===== config.mk =====
export PLATFORM = sky130hd
export DESIGN_NAME = mem_load_align_q_flat
export DESIGN_NICKNAME = d
export VERILOG_FILES = /design/src/rtl/mem_load_align_q_if.sv /design/src/rtl/mem_load_align_q.sv /design/src/flat_wrapper.sv
export SDC_FILE = /design/constraint.sdc
export NUM_CORES = 1
export LEC_CHECK = 0
export BUFFER_PORTS_ARGS = -buffer_cell sky130_fd_sc_hd__buf_4
export CORE_ASPECT_RATIO = 0.7
export CORE_MARGIN = 1
export CORE_UTILIZATION = 45
export CTS_CLUSTER_SIZE = 28
export DETAILED_ROUTE_END_ITERATION = 7
export GPL_ROUTABILITY_DRIVEN = 0
export PLACE_DENSITY = 0.66
export REMOVE_ABC_BUFFERS = 1
export SLEW_MARGIN = 0
export SYNTH_ARGS = -nofsm -noshare
export SYNTH_HDL_FRONTEND = slang
export SYNTH_SLANG_ARGS = --single-unit

===== constraint.sdc =====
create_clock -name clk -period 7.5 [get_ports clk]
set_input_delay 0 -clock clk [delete_from_list [all_inputs] [get_ports clk]]
set_output_delay 0 -clock clk [all_outputs]
set_load 0.05 [all_outputs]

===== src/rtl/mem_load_align_q_if.sv =====
// Load issue, memory response and writeback handshake bundle for mem_load_align_q.
// master = pipeline/memory side, slave = the load-result unit.
interface mem_load_align_q_if #(
  parameter int DATA_W = 32,
  parameter int OFS_W  = $clog2(DATA_W / 8)
);
  logic              req_valid;
  logic              req_ready;
  logic [2:0]        req_op;
  logic [OFS_W-1:0]  req_offset;
  logic [31:0]       req_old;
  logic [4:0]        req_wreg;
  logic              req_dslot;

  logic              resp_valid;
  logic              resp_ready;
  logic [DATA_W-1:0] resp_data;
  logic              resp_err;

  logic              wb_valid;
  logic              wb_ready;
  logic [31:0]       wb_data;
  logic [4:0]        wb_wreg;
  logic              wb_we;
  logic              wb_err;
  logic              wb_dslot;

  modport master (
    output req_valid, req_op, req_offset, req_old, req_wreg, req_dslot,
    input  req_ready,
    output resp_valid, resp_data, resp_err,
    input  resp_ready,
    input  wb_valid, wb_data, wb_wreg, wb_we, wb_err, wb_dslot,
    output wb_ready
  );

  modport slave (
    input  req_valid, req_op, req_offset, req_old, req_wreg, req_dslot,
    output req_ready,
    input  resp_valid, resp_data, resp_err,
    output resp_ready,
    output wb_valid, wb_data, wb_wreg, wb_we, wb_err, wb_dslot,
    input  wb_ready
  );
endinterface


===== src/rtl/mem_load_align_q.sv =====
// In-order load metadata queue paired with delayed memory responses; extracts,
// extends and merges the loaded value and presents it through a registered wb stage.
module mem_load_align_q #(
  parameter int DATA_W = 32,
  parameter int DEPTH  = 4,
  parameter int OFS_W  = $clog2(DATA_W / 8)
) (
  input  logic                         clk,
  input  logic                         rst,
  input  logic                         flush,
  mem_load_align_q_if.slave            bus,
  output logic [$clog2(DEPTH+1)-1:0]   count
);
  localparam int PTR_W = $clog2(DEPTH);
  localparam int CNT_W = $clog2(DEPTH + 1);

  logic [2:0]       q_op    [DEPTH];
  logic [OFS_W-1:0] q_ofs   [DEPTH];
  logic [31:0]      q_old   [DEPTH];
  logic [4:0]       q_wreg  [DEPTH];
  logic             q_dslot [DEPTH];

  logic [PTR_W-1:0] wr_ptr, rd_ptr;
  logic [CNT_W-1:0] drop_cnt;
  logic [CNT_W:0]   occupied;

  logic push, resp_hs, drop_hs, pop;

  logic [2:0]       h_op;
  logic [OFS_W-1:0] h_ofs;
  logic [31:0]      h_old;
  logic [1:0]       b;
  logic [31:0]      w;
  logic [7:0]       bsel;
  logic [15:0]      hsel;
  logic [31:0]      res;
  logic             mis;
  logic             err;

  assign occupied       = {1'b0, count} + {1'b0, drop_cnt};
  assign bus.req_ready  = !flush && (occupied < (CNT_W + 1)'(DEPTH));
  assign bus.resp_ready = (drop_cnt != '0) ||
                          (count != '0 && (!bus.wb_valid || bus.wb_ready));

  assign push    = bus.req_valid && bus.req_ready;
  assign resp_hs = bus.resp_valid && bus.resp_ready;
  assign drop_hs = resp_hs && (drop_cnt != '0);
  assign pop     = resp_hs && (drop_cnt == '0);

  assign h_op  = q_op[rd_ptr];
  assign h_ofs = q_ofs[rd_ptr];
  assign h_old = q_old[rd_ptr];
  assign b     = h_ofs[1:0];

  generate
    if (DATA_W == 64) begin : g_lane64
      assign w = h_ofs[2] ? bus.resp_data[63:32] : bus.resp_data[31:0];
    end else begin : g_lane32
      assign w = bus.resp_data[31:0];
    end
  endgenerate

  always_comb begin
    res  = w;
    mis  = 1'b0;
    bsel = w[{b, 3'b000} +: 8];
    hsel = b[1] ? w[31:16] : w[15:0];
    case (h_op)
      3'd0, 3'd1: res = {{24{!h_op[0] && bsel[7]}}, bsel};
      3'd2, 3'd3: begin
        res = {{16{!h_op[0] && hsel[15]}}, hsel};
        mis = b[0];
      end
      3'd5: begin
        case (b)
          2'd3:    res = w;
          2'd2:    res = {w[23:0], h_old[7:0]};
          2'd1:    res = {w[15:0], h_old[15:0]};
          default: res = {w[7:0],  h_old[23:0]};
        endcase
      end
      3'd6: begin
        case (b)
          2'd0:    res = w;
          2'd1:    res = {h_old[31:24], w[31:8]};
          2'd2:    res = {h_old[31:16], w[31:16]};
          default: res = {h_old[31:8],  w[31:24]};
        endcase
      end
      default: begin
        res = w;
        mis = (b != 2'd0);
      end
    endcase
    err = mis || bus.resp_err;
  end

  always_ff @(posedge clk or posedge rst) begin
    if (rst) begin
      for (int i = 0; i < DEPTH; i++) begin
        q_op[i]    <= '0;
        q_ofs[i]   <= '0;
        q_old[i]   <= '0;
        q_wreg[i]  <= '0;
        q_dslot[i] <= 1'b0;
      end
    end else if (push) begin
      q_op[wr_ptr]    <= bus.req_op;
      q_ofs[wr_ptr]   <= bus.req_offset;
      q_old[wr_ptr]   <= bus.req_old;
      q_wreg[wr_ptr]  <= bus.req_wreg;
      q_dslot[wr_ptr] <= bus.req_dslot;
    end
  end

  always_ff @(posedge clk or posedge rst) begin
    if (rst) begin
      wr_ptr   <= '0;
      rd_ptr   <= '0;
      count    <= '0;
      drop_cnt <= '0;
    end else if (flush) begin
      // Every live entry still owes a response; those become drops.
      wr_ptr   <= '0;
      rd_ptr   <= '0;
      count    <= '0;
      drop_cnt <= drop_cnt + count - CNT_W'(resp_hs);
    end else begin
      if (push) wr_ptr <= wr_ptr + PTR_W'(1);
      if (pop)  rd_ptr <= rd_ptr + PTR_W'(1);
      if (push && !pop)      count <= count + CNT_W'(1);
      else if (pop && !push) count <= count - CNT_W'(1);
      if (drop_hs) drop_cnt <= drop_cnt - CNT_W'(1);
    end
  end

  always_ff @(posedge clk or posedge rst) begin
    if (rst) begin
      bus.wb_valid <= 1'b0;
      bus.wb_data  <= '0;
      bus.wb_wreg  <= '0;
      bus.wb_we    <= 1'b0;
      bus.wb_err   <= 1'b0;
      bus.wb_dslot <= 1'b0;
    end else if (flush) begin
      bus.wb_valid <= 1'b0;
    end else if (pop) begin
      bus.wb_valid <= 1'b1;
      bus.wb_data  <= err ? 32'd0 : res;
      bus.wb_wreg  <= q_wreg[rd_ptr];
      bus.wb_we    <= !err;
      bus.wb_err   <= err;
      bus.wb_dslot <= q_dslot[rd_ptr];
    end else if (bus.wb_ready) begin
      bus.wb_valid <= 1'b0;
    end
  end
endmodule


===== src/flat_wrapper.sv =====
// flat-port wrapper written by rule: the top's interface ports become plain ports
module mem_load_align_q_flat 
#(
  parameter int DATA_W = 32,
  parameter int DEPTH  = 4,
  parameter int OFS_W  = $clog2(DATA_W / 8)
)
  (clk, rst, flush, count, bus_req_valid, bus_req_op, bus_req_offset, bus_req_old, bus_req_wreg, bus_req_dslot, bus_req_ready, bus_resp_valid, bus_resp_data, bus_resp_err, bus_resp_ready, bus_wb_valid, bus_wb_data, bus_wb_wreg, bus_wb_we, bus_wb_err, bus_wb_dslot, bus_wb_ready);
  mem_load_align_q_if #(.DATA_W(DATA_W), .OFS_W(OFS_W)) bus_i ();
  input  logic clk;
  input  logic rst;
  input  logic flush;
  output logic [$clog2(DEPTH+1)-1:0] count;
  input wire logic [$bits(bus_i.req_valid)-1:0] bus_req_valid;
  input wire logic [$bits(bus_i.req_op)-1:0] bus_req_op;
  input wire logic [$bits(bus_i.req_offset)-1:0] bus_req_offset;
  input wire logic [$bits(bus_i.req_old)-1:0] bus_req_old;
  input wire logic [$bits(bus_i.req_wreg)-1:0] bus_req_wreg;
  input wire logic [$bits(bus_i.req_dslot)-1:0] bus_req_dslot;
  output wire logic [$bits(bus_i.req_ready)-1:0] bus_req_ready;
  input wire logic [$bits(bus_i.resp_valid)-1:0] bus_resp_valid;
  input wire logic [$bits(bus_i.resp_data)-1:0] bus_resp_data;
  input wire logic [$bits(bus_i.resp_err)-1:0] bus_resp_err;
  output wire logic [$bits(bus_i.resp_ready)-1:0] bus_resp_ready;
  output wire logic [$bits(bus_i.wb_valid)-1:0] bus_wb_valid;
  output wire logic [$bits(bus_i.wb_data)-1:0] bus_wb_data;
  output wire logic [$bits(bus_i.wb_wreg)-1:0] bus_wb_wreg;
  output wire logic [$bits(bus_i.wb_we)-1:0] bus_wb_we;
  output wire logic [$bits(bus_i.wb_err)-1:0] bus_wb_err;
  output wire logic [$bits(bus_i.wb_dslot)-1:0] bus_wb_dslot;
  input wire logic [$bits(bus_i.wb_ready)-1:0] bus_wb_ready;
  assign bus_i.req_valid = bus_req_valid;
  assign bus_i.req_op = bus_req_op;
  assign bus_i.req_offset = bus_req_offset;
  assign bus_i.req_old = bus_req_old;
  assign bus_i.req_wreg = bus_req_wreg;
  assign bus_i.req_dslot = bus_req_dslot;
  assign bus_req_ready = bus_i.req_ready;
  assign bus_i.resp_valid = bus_resp_valid;
  assign bus_i.resp_data = bus_resp_data;
  assign bus_i.resp_err = bus_resp_err;
  assign bus_resp_ready = bus_i.resp_ready;
  assign bus_wb_valid = bus_i.wb_valid;
  assign bus_wb_data = bus_i.wb_data;
  assign bus_wb_wreg = bus_i.wb_wreg;
  assign bus_wb_we = bus_i.wb_we;
  assign bus_wb_err = bus_i.wb_err;
  assign bus_wb_dslot = bus_i.wb_dslot;
  assign bus_i.wb_ready = bus_wb_ready;
  mem_load_align_q #(.DATA_W(DATA_W), .DEPTH(DEPTH), .OFS_W(OFS_W)) u_core (.clk(clk), .rst(rst), .flush(flush), .bus(bus_i), .count(count));
endmodule

Yosys cells after proc, flatten, opt, wreduce, memory -nomap -nowiden
Index checks and enable logic that the tools add are counted.
- flip-flop bits (word level): 223
- output and inout port bits: 46
- word-level logic and storage cells: 137
- $add $sub $neg: 8
- $lt $le $gt $ge: 4
- equality and inequality tests: 8
- shift operators: 1
- mux-type cells: 48
- bitwise operators: 3
- reductions and logical operators: 35
- operators by type and width (cell ; count):
    $pmux 32 s3 ; 2
    $bwmux 128 ; 1
    $mux 32 ; 4
    $pmux 32 s4 ; 1
    $bmux 32 s2 ; 1
    $demux 32 s2 ; 1
    $shiftx 32x6->8 ; 1
    $mux 3 ; 8
    $bwmux 20 ; 1
    $mux 16 ; 1
    $mux 5 ; 3
    $mux 2 ; 7
    $bwmux 12 ; 1
    $reduce_bool 3->1 ; 4
    $logic_and 1x1->1 ; 11
    $bmux 5 s2 ; 1
    $demux 5 s2 ; 1
    $bwmux 8 ; 1
    $reduce_bool 2->1 ; 4
    $bmux 3 s2 ; 1
    $demux 3 s2 ; 1
    $eq 3x2->1 const B ; 2
    $eq 3x3->1 const B ; 2
    $ge 3x3->1 const B ; 2
    27 further kinds ; 45

Depth between registers and ports, before layout
Gate-level depths: netlist of the first run.
- depth after elaboration: 10
- mapped depth: 12
- depth with buffers taken out: 12

Worst setup path after synthesis of the first run
Ideal clock, no wire load.
- path type: register -> register
- from: reg u_core.count[0]
- to: reg u_core.drop_cnt[2]
- library setup time: 0.136 ns
- arrival time: 2.777 ns
- required time: 7.364 ns
- path slack: 4.587 ns
- stages on the path, launching flop included: 11
- clock period less this slack: 2.913 ns
- cells stage by stage: dfrtp_1 -> or3_1 -> nand2_1 -> nand2_1 -> and2_1 -> ha_1 -> inv_1 -> ha_1 -> fa_1 -> xnor2_1 -> a21oi_1
- word-level cells in the longest chain between the ends: 6
- ends and longest elaborated chain (what ; RTL line ; text):
    from (decl) ; mem_load_align_q.sv:12 ; output logic [$clog2(DEPTH+1)-1:0] count
    from (signal assigned) ; mem_load_align_q.sv:131 ; if (push && !pop) count <= count + CNT_W'(1);
    from (signal assigned) ; mem_load_align_q.sv:132 ; else if (pop && !push) count <= count - CNT_W'(1);
    $reduce_bool 3->1 (*) ; mem_load_align_q.sv:43 ; (count != '0 && (!bus.wb_valid || bus.wb_ready));
    $logic_and 1x1->1 (*) ; mem_load_align_q.sv:43 ;
    $logic_or 1x1->1 (*) ; mem_load_align_q.sv:42 ; assign bus.resp_ready = (drop_cnt != '0) ||
    net bus_resp_ready ; flat_wrapper.sv:24 ; output wire logic [$bits(bus_i.resp_ready)-1:0] bus_resp_ready;
    $logic_and 1x1->1 (*) ; mem_load_align_q.sv:46 ; assign resp_hs = bus.resp_valid && bus.resp_ready;
    $sub 3x1->3 or $logic_and 1x1->1 (tied branches) ; mem_load_align_q.sv:127, mem_load_align_q.sv:47 ;
    $mux 3 or $reduce_bool 2->1 (tied branches) ; -- ;
    to (signal assigned) ; mem_load_align_q.sv:127 ; drop_cnt <= drop_cnt + count - CNT_W'(resp_hs);
    to (signal assigned) ; mem_load_align_q.sv:133 ; if (drop_hs) drop_cnt <= drop_cnt - CNT_W'(1);
    to (decl) ; mem_load_align_q.sv:24 ; logic [CNT_W-1:0] drop_cnt;
Mark *: on every way through the listed nets, which the timed path passes. The rest lies on a longest branch.
A chain may end at the register's enable or synchronous reset.

Worst setup path after layout of the first run
- from: reg u_core.rd_ptr[0]
- to: reg u_core.bus.wb_data[6]
- word-level cells in the longest chain between the ends: 9
- ends and longest elaborated chain (what ; RTL line ; text):
    from (decl) ; mem_load_align_q.sv:23 ; logic [PTR_W-1:0] wr_ptr, rd_ptr;
    from (signal assigned) ; mem_load_align_q.sv:130 ; if (pop) rd_ptr <= rd_ptr + PTR_W'(1);
    $not 2->3 (implied by the code) (*) ; mem_load_align_q.sv:50, mem_load_align_q.sv:51, mem_load_align_q.sv:52 ;
    parallel branches: the longest is 7 deep, another holds $shiftx 32x6->8 ; -- ;
    $mux 32 (*) ; mem_load_align_q.sv:149 ; bus.wb_data <= err ? 32'd0 : res;
    to (signal assigned) ; mem_load_align_q.sv:149 ;
    to (decl) ; mem_load_align_q_if.sv:42 ; output wb_valid, wb_data, wb_wreg, wb_we, wb_err, wb_dslot,
Every way passes the cells marked *. The select of a mux whose other input is x is not followed.

==> impl_metrics.ini, run 1 <==
[outcome]
status = finished, final reports clean

[synth]
ys_warn_count = 0
synthesis.area_um2 = 11700
syn_inst = 914
synth.most_common_cell = dfrtp_1
synth_top_area_share_pct = 47.6
synth_seq_cells = 223
ys_async_sr_fraction_pct = 100
ys_seq_area_share_pct = 47.6
avgSynthCellArea_um2 = 12.8
ys_types = 53
synth_edf_count = 0
yosys.area.top_type = dfrtp_1
ys_top_cells_by_area = dfrtp_1 (48%), mux2_2 (18%), mux4_2 (8.3%)
synth-main-ff-cell = dfrtp_1
ys_top_cells_by_count = dfrtp_1 (223), mux2_2 (188), nand2_1 (74), mux2i_1 (69), mux4_2 (43)

[run]
drv_cap = 0

[final_layout]
layout-drive-gt1-share_pct = 38.4
synthToLayoutAreaGrowth_pct = 24.5
fin_nets = 1192
final_cell_area_um2 = 14600
diodes = 0

[routing]
wl_met3_um = 1710
met2_length_um = 14000
topRoutingLayerUsed = met4
routed_wl_um = 30900
wl_met1_um = 14700
vias_per_cell = 5.76
vias = 8325
drt_pass1_iterations = 5
drc = 0
drtIter0Drc = 524
wl_per_cell_um = 21.4
postRouteAntennaNets = 0

[clocking]
clk_pin_slew_ns = 0.06
cts_hold_buf = 82
postCtsSetupBuffers = 0
cts_made_buffers = 23
cts_resized = 0
cts_max_path_buffers = 3
clk_latency_ns = 0.52
root_buffer = clkbuf_16
clkSinkCount = 223
h-tree-depth = 1
tritoncts = built

[critical_path]
worstSetupPathType = flip-flop to flip-flop
ff2ff_path_depth = 9
cp_max_fo = 31
cp.arrival_ns = 4.75
start_kind = flip-flop
cp-end-kind = flip-flop
required_ns = 7.89

[hold_path]
hp-class = input pin to flip-flop
whs_path_depth = 4

[power]
cellLeakagePower_nw = 6.85
finalPower_mw = 5.36
powerDensity_nw_per_um2 = 367
peakVddDrop_mv = 0.193

[placed_design]
hpwl_um = 20000
place.port_buffers = 127
dpl_cell_area_um2 = 12900

[timing]
setup_viol = 0
max_freq_ghz = 0.229
hold_violations = 0
drv_slew = 0
worstMarginPinSlew_ns = 1.04
fin_crit_sh_pct = 58.1
min_period_ns = 4.36
clock_skew_ns = 0.0149
finalSetupTns_ns = 0
relSlewSlack_pct = 30.4
rsz0062_at_grt = no

[floorplanning]
core_um2 = 25600
die_w_um = 195
io_pins = 128
die_h_um = 137
die_area_um2 = 26700
row_count = 49
initial_utilization_pct = 45.8

[global_route]
antenna_found_initial = 0
grt-ovfl-total = 0
grt_max_degree = 118
grtUsageTotal_pct = 23.8
grt_pass1_wl_um = 49400
grt_pass1_vias = 8679
cell type report:
type | instances | area (um^2)
Clock buffer | 28 | 634
Fill cell | 2117 | 11000
Tap cell | 331 | 414
Inverter | 17 | 71.3
Sequential cell | 223 | 5590
Multi-Input combinational cell | 608 | 5790
Clock inverter | 14 | 228
Timing Repair Buffer | 224 | 1890
worst max-delay path: stages, from the launching register on:
cell and delay [ns]:
dfrtp_4 0.85, buf_4 0.47, mux4_2 0.64, nor2b_1 0.27, nor3b_4 0.45, buf_4 0.34
nor3_1 0.10, a221o_1 0.30, dlygate4sd3_1 0.55, a32o_1 0.24
where the power goes:
group | internal, mW | switching (mW)
registers | 1.56 | 0.210
clock network | 0.809 | 0.492
logic | 1.02 | 1.27
cells by family (layout without fill, tap and decap cells):
family | after synthesis | in the layout | share of synthesized area, %
flip-flops | 223 | 223 | 47.6
AO/OA/AOI/OAI | 149 | 149 | 9.28
AND/OR/NAND/NOR | 135 | 135 | 5.20
multiplexers | 305 | 305 | 32.8
adder cells (fa/ha/maj) | 13 | 13 | 1.51
buffers and inverters | 83 | 283 | 3.19
XOR/XNOR | 6 | 6 | 0.448
routing by layer:
layer | vias up | track usage (%)
met2 | 277 | 37.4
met1 | 4219 | 34.9
met3 | 34 | 3.60
li1 | 3795 | -
met5 | - | 0
met4 | 0 | 5.03
cells in the final DEF (no fill, tap or decap), drive strengths merged, types with 10 or more instances in the layout:
master,netlist,layout
clkbuf,38,28
nor2,22,22
a221oi,11,11
a21o,11,11
a22o,13,13
mux2,190,190
dlygate4sd3,0,82
o21ai,20,20
nand3,11,11
a32o,10,10
ha,11,11
buf,28,142
a211oi,10,10
dfrtp,223,223
o211ai,18,18
a21oi,27,27
mux2i,72,72
mux4,43,43
inv,17,18
nand2,74,74
metrics by stage:
stage               hold slack (ns)  util, %  setup WS (ns)  std cells
floorplan                    0.0631        -           1.39        848
global placement              0.221     50.4           3.41       1321
detailed placement            0.220     50.4           3.32       1321
CTS                         0.00895     57.0           3.10       1445
global route                 0.0695     57.0           2.88       1445
finish                       0.0248     57.0           3.14       1445
sequential cells by signal, summed over array words and instances (netlist names):
register,cells
u_core.bus.wb_data,32
u_core.bus.wb_dslot,1
u_core.bus.wb_err,1
u_core.bus.wb_valid,1
u_core.bus.wb_we,1
u_core.bus.wb_wreg,5
u_core.count,3
u_core.drop_cnt,3
u_core.q_dslot,4
u_core.q_ofs,8
u_core.q_old,128
u_core.q_op,12
u_core.q_wreg,20
u_core.rd_ptr,2
u_core.wr_ptr,2
worst paths after layout:
check | slack (ns) | start | end
worst max-delay path | 3.14 | u_core.rd_ptr[0] | u_core.bus.wb_data[6]
worst min register to register | 0.48 | u_core.bus.wb_we | u_core.bus.wb_we
min in group asynchronous | 0.19 | rst | u_core.bus.wb_valid
max in group asynchronous | 5.33 | rst | u_core.q_old[74]
worst max register to register | 3.14 | u_core.rd_ptr[0] | u_core.bus.wb_data[6]
worst min-delay path | 0.02 | bus_resp_data[0] | u_core.bus.wb_data[0]
Power figures use the tool's default switching activity.
==> run 2: changes to the inputs <==
clock period = 4.1 ns   (was 7.5 ns; I/O delays follow)
==> impl_metrics.ini, run 2 (synthesis results as in run 1) <==
[final_layout]
fillers = 2146
synthToLayoutAreaGrowth_pct = 24.0
layout-drive-gt1-share_pct = 38.4
fin_nets = 1201
largest_register_ffs = 128
finish.utilization_pct = 56.8
layout_commonest_cell = dfrtp_1
largest_registers = u_core.q_old x128, u_core.bus.wb_data x32, u_core.q_wreg x20
multi_input_area_um2 = 5790
largest-register = u_core.q_old
register_area_um2 = 5590
most-common-layout-cells = dfrtp_1 (221), mux2_2 (188), buf_4 (149), dlygate4sd3_1 (82), nand2_1 (70)

[timing]
clock_skew_ns = 0.0143
relSlewSlack_pct = 39.4
max_freq_ghz = 0.268
hold_violations = 0
hold_slack_ns = 0.0335
drv_slew = 0
setup_viol = 0
worstMarginPinSlew_ns = 0.907
fin_crit_sh_pct = 91.1
rsz0062_at_grt = no
min_period_ns = 3.74

[global_route]
antenna_found_initial = 1
grt_max_degree = 113
grt_pass1_vias = 8540
grt-ovfl-total = 0
grt_pass1_wl_um = 48800
grtUsageTotal_pct = 23.6

[clocking]
cts_resized = 0
cts_max_path_buffers = 3
clk_latency_ns = 0.52
tritoncts = built
cts_hold_buf = 82
clkSinkCount = 223
h-tree-depth = 1
root_buffer = clkbuf_16
postCtsSetupBuffers = 0
clk_pin_slew_ns = 0.06
cts_made_buffers = 23

[routing]
vias = 8495
drc = 0
wl_per_cell_um = 21.2
postRouteAntennaNets = 0
drt_pass1_iterations = 4
vias_per_cell = 5.85
drtIter0Drc = 455
routed_wl_um = 30800

[critical_path]
worstSetupPathType = flip-flop to flip-flop
cp-end-kind = flip-flop
required_ns = 4.50
cp_max_fo = 15
start_kind = flip-flop
ff2ff_path_depth = 8
slowest_delay_ns = 0.69
r2r_end = u_core.bus.wb_data[6]
path_cells = mux4_2 > nand2b_1 > nor3b_4 > buf_4 > nor3_1 > a221o_1 > dlygate4sd3_1 > a32o_1
cp.arrival_ns = 4.14
rrSetupSlack_ns = 0.36
critPathSlowestCell = mux4_2
timing.rr.start = u_core.rd_ptr[0]

[floorplanning]
die_w_um = 195
io_pins = 128
core_um2 = 25600
row_count = 49
initial_utilization_pct = 45.8
die_h_um = 137
die_area_um2 = 26700

[power]
peakVddDrop_mv = 0.404
cellLeakagePower_nw = 6.82
powerDensity_nw_per_um2 = 652

[placed_design]
hpwl_um = 20200
place.port_buffers = 127

[hold_path]
worstHoldStart = bus_resp_data[0]
hp-class = input pin to flip-flop
whs_path_depth = 4
whs_endpoint = u_core.bus.wb_data[0]

[outcome]
status = finished, final reports clean

[run]
drv_cap = 0
==> run 2: changes by cell type in the layout (fill, tap and decap cells not counted), sizes merged <==
cell / delta
buf: +9
bufinv: -6
clkbuf: +6
clkinv: -3
clkinvlp: +1
diode: +1
==> run 2: cell type report <==
cell class	instances	share of cell area, %
multi-input combinational	608	39.8
clock inverter	6	0.301
timing repair buffer	233	13.6
sequential	223	38.4
clock buffer	34	4.58
tap	331	2.85
inverter	17	0.490
antenna	1	0.0172
==> run 2: critical path, delay by kind of cell, from the launching register on <==
kind	cells	cell delay, ns
AND/OR/NAND/NOR	3	0.94
buffers and inverters	2	0.88
multiplexers	1	0.69
flip-flops	1	0.55
AO/OA/AOI/OAI	2	0.55
==> run 2: per-layer routing <==
layer	GRT usage, %	share of wire (%)
met1	35.0	48
met2	37.1	45
met3	3.35	5.9
met4	4.24	1.6
met5	0	0
==> run 2: how the worst max path moves through the flow <==
stage	slack (ns)	cells past startpoint	end	startpoint
finish	0.36	8	u_core.bus.wb_data[6]	u_core.rd_ptr[0]
global route	0.18	9	u_core.bus.wb_data[6]	u_core.rd_ptr[0]
CTS	0.35	9	u_core.bus.wb_data[6]	u_core.rd_ptr[0]
detailed placement	0.90	7	u_core.bus.wb_data[25]	u_core.rd_ptr[0]
global placement	0.92	7	u_core.bus.wb_data[25]	u_core.rd_ptr[0]
floorplan	-2.01	1	u_core.bus.wb_data[0]	rst
==> run 2: per-stage QoR <==
| stage | instances | setup WS, ns | total power [mW] | area, um^2 | setup TNS (ns) |
|---|---|---|---|---|---|
| after floorplan | 848 | -2.01 | 6.16 | 11400 | -468.38 |
| after global placement | 1330 | 0.919 | 7.31 | 13000 | 0 |
| after detailed placement | 1330 | 0.905 | 7.39 | 13000 | 0 |
| after CTS | 1452 | 0.354 | 9.51 | 14600 | 0 |
| after global routing | 1453 | 0.181 | 10.0 | 14600 | 0 |
| final | 1453 | 0.364 | 9.49 | 14600 | 0 |
==> run 2: power by group <==
| group | internal (mW) | switching, mW | total [mW] | leakage, nW |
|---|---|---|---|---|
| Clock | 1.13 | 0.871 | 2.00 | 0.347 |
| Sequential | 2.85 | 0.371 | 3.22 | 2.94 |
| Combinational | 1.93 | 2.34 | 4.27 | 3.53 |
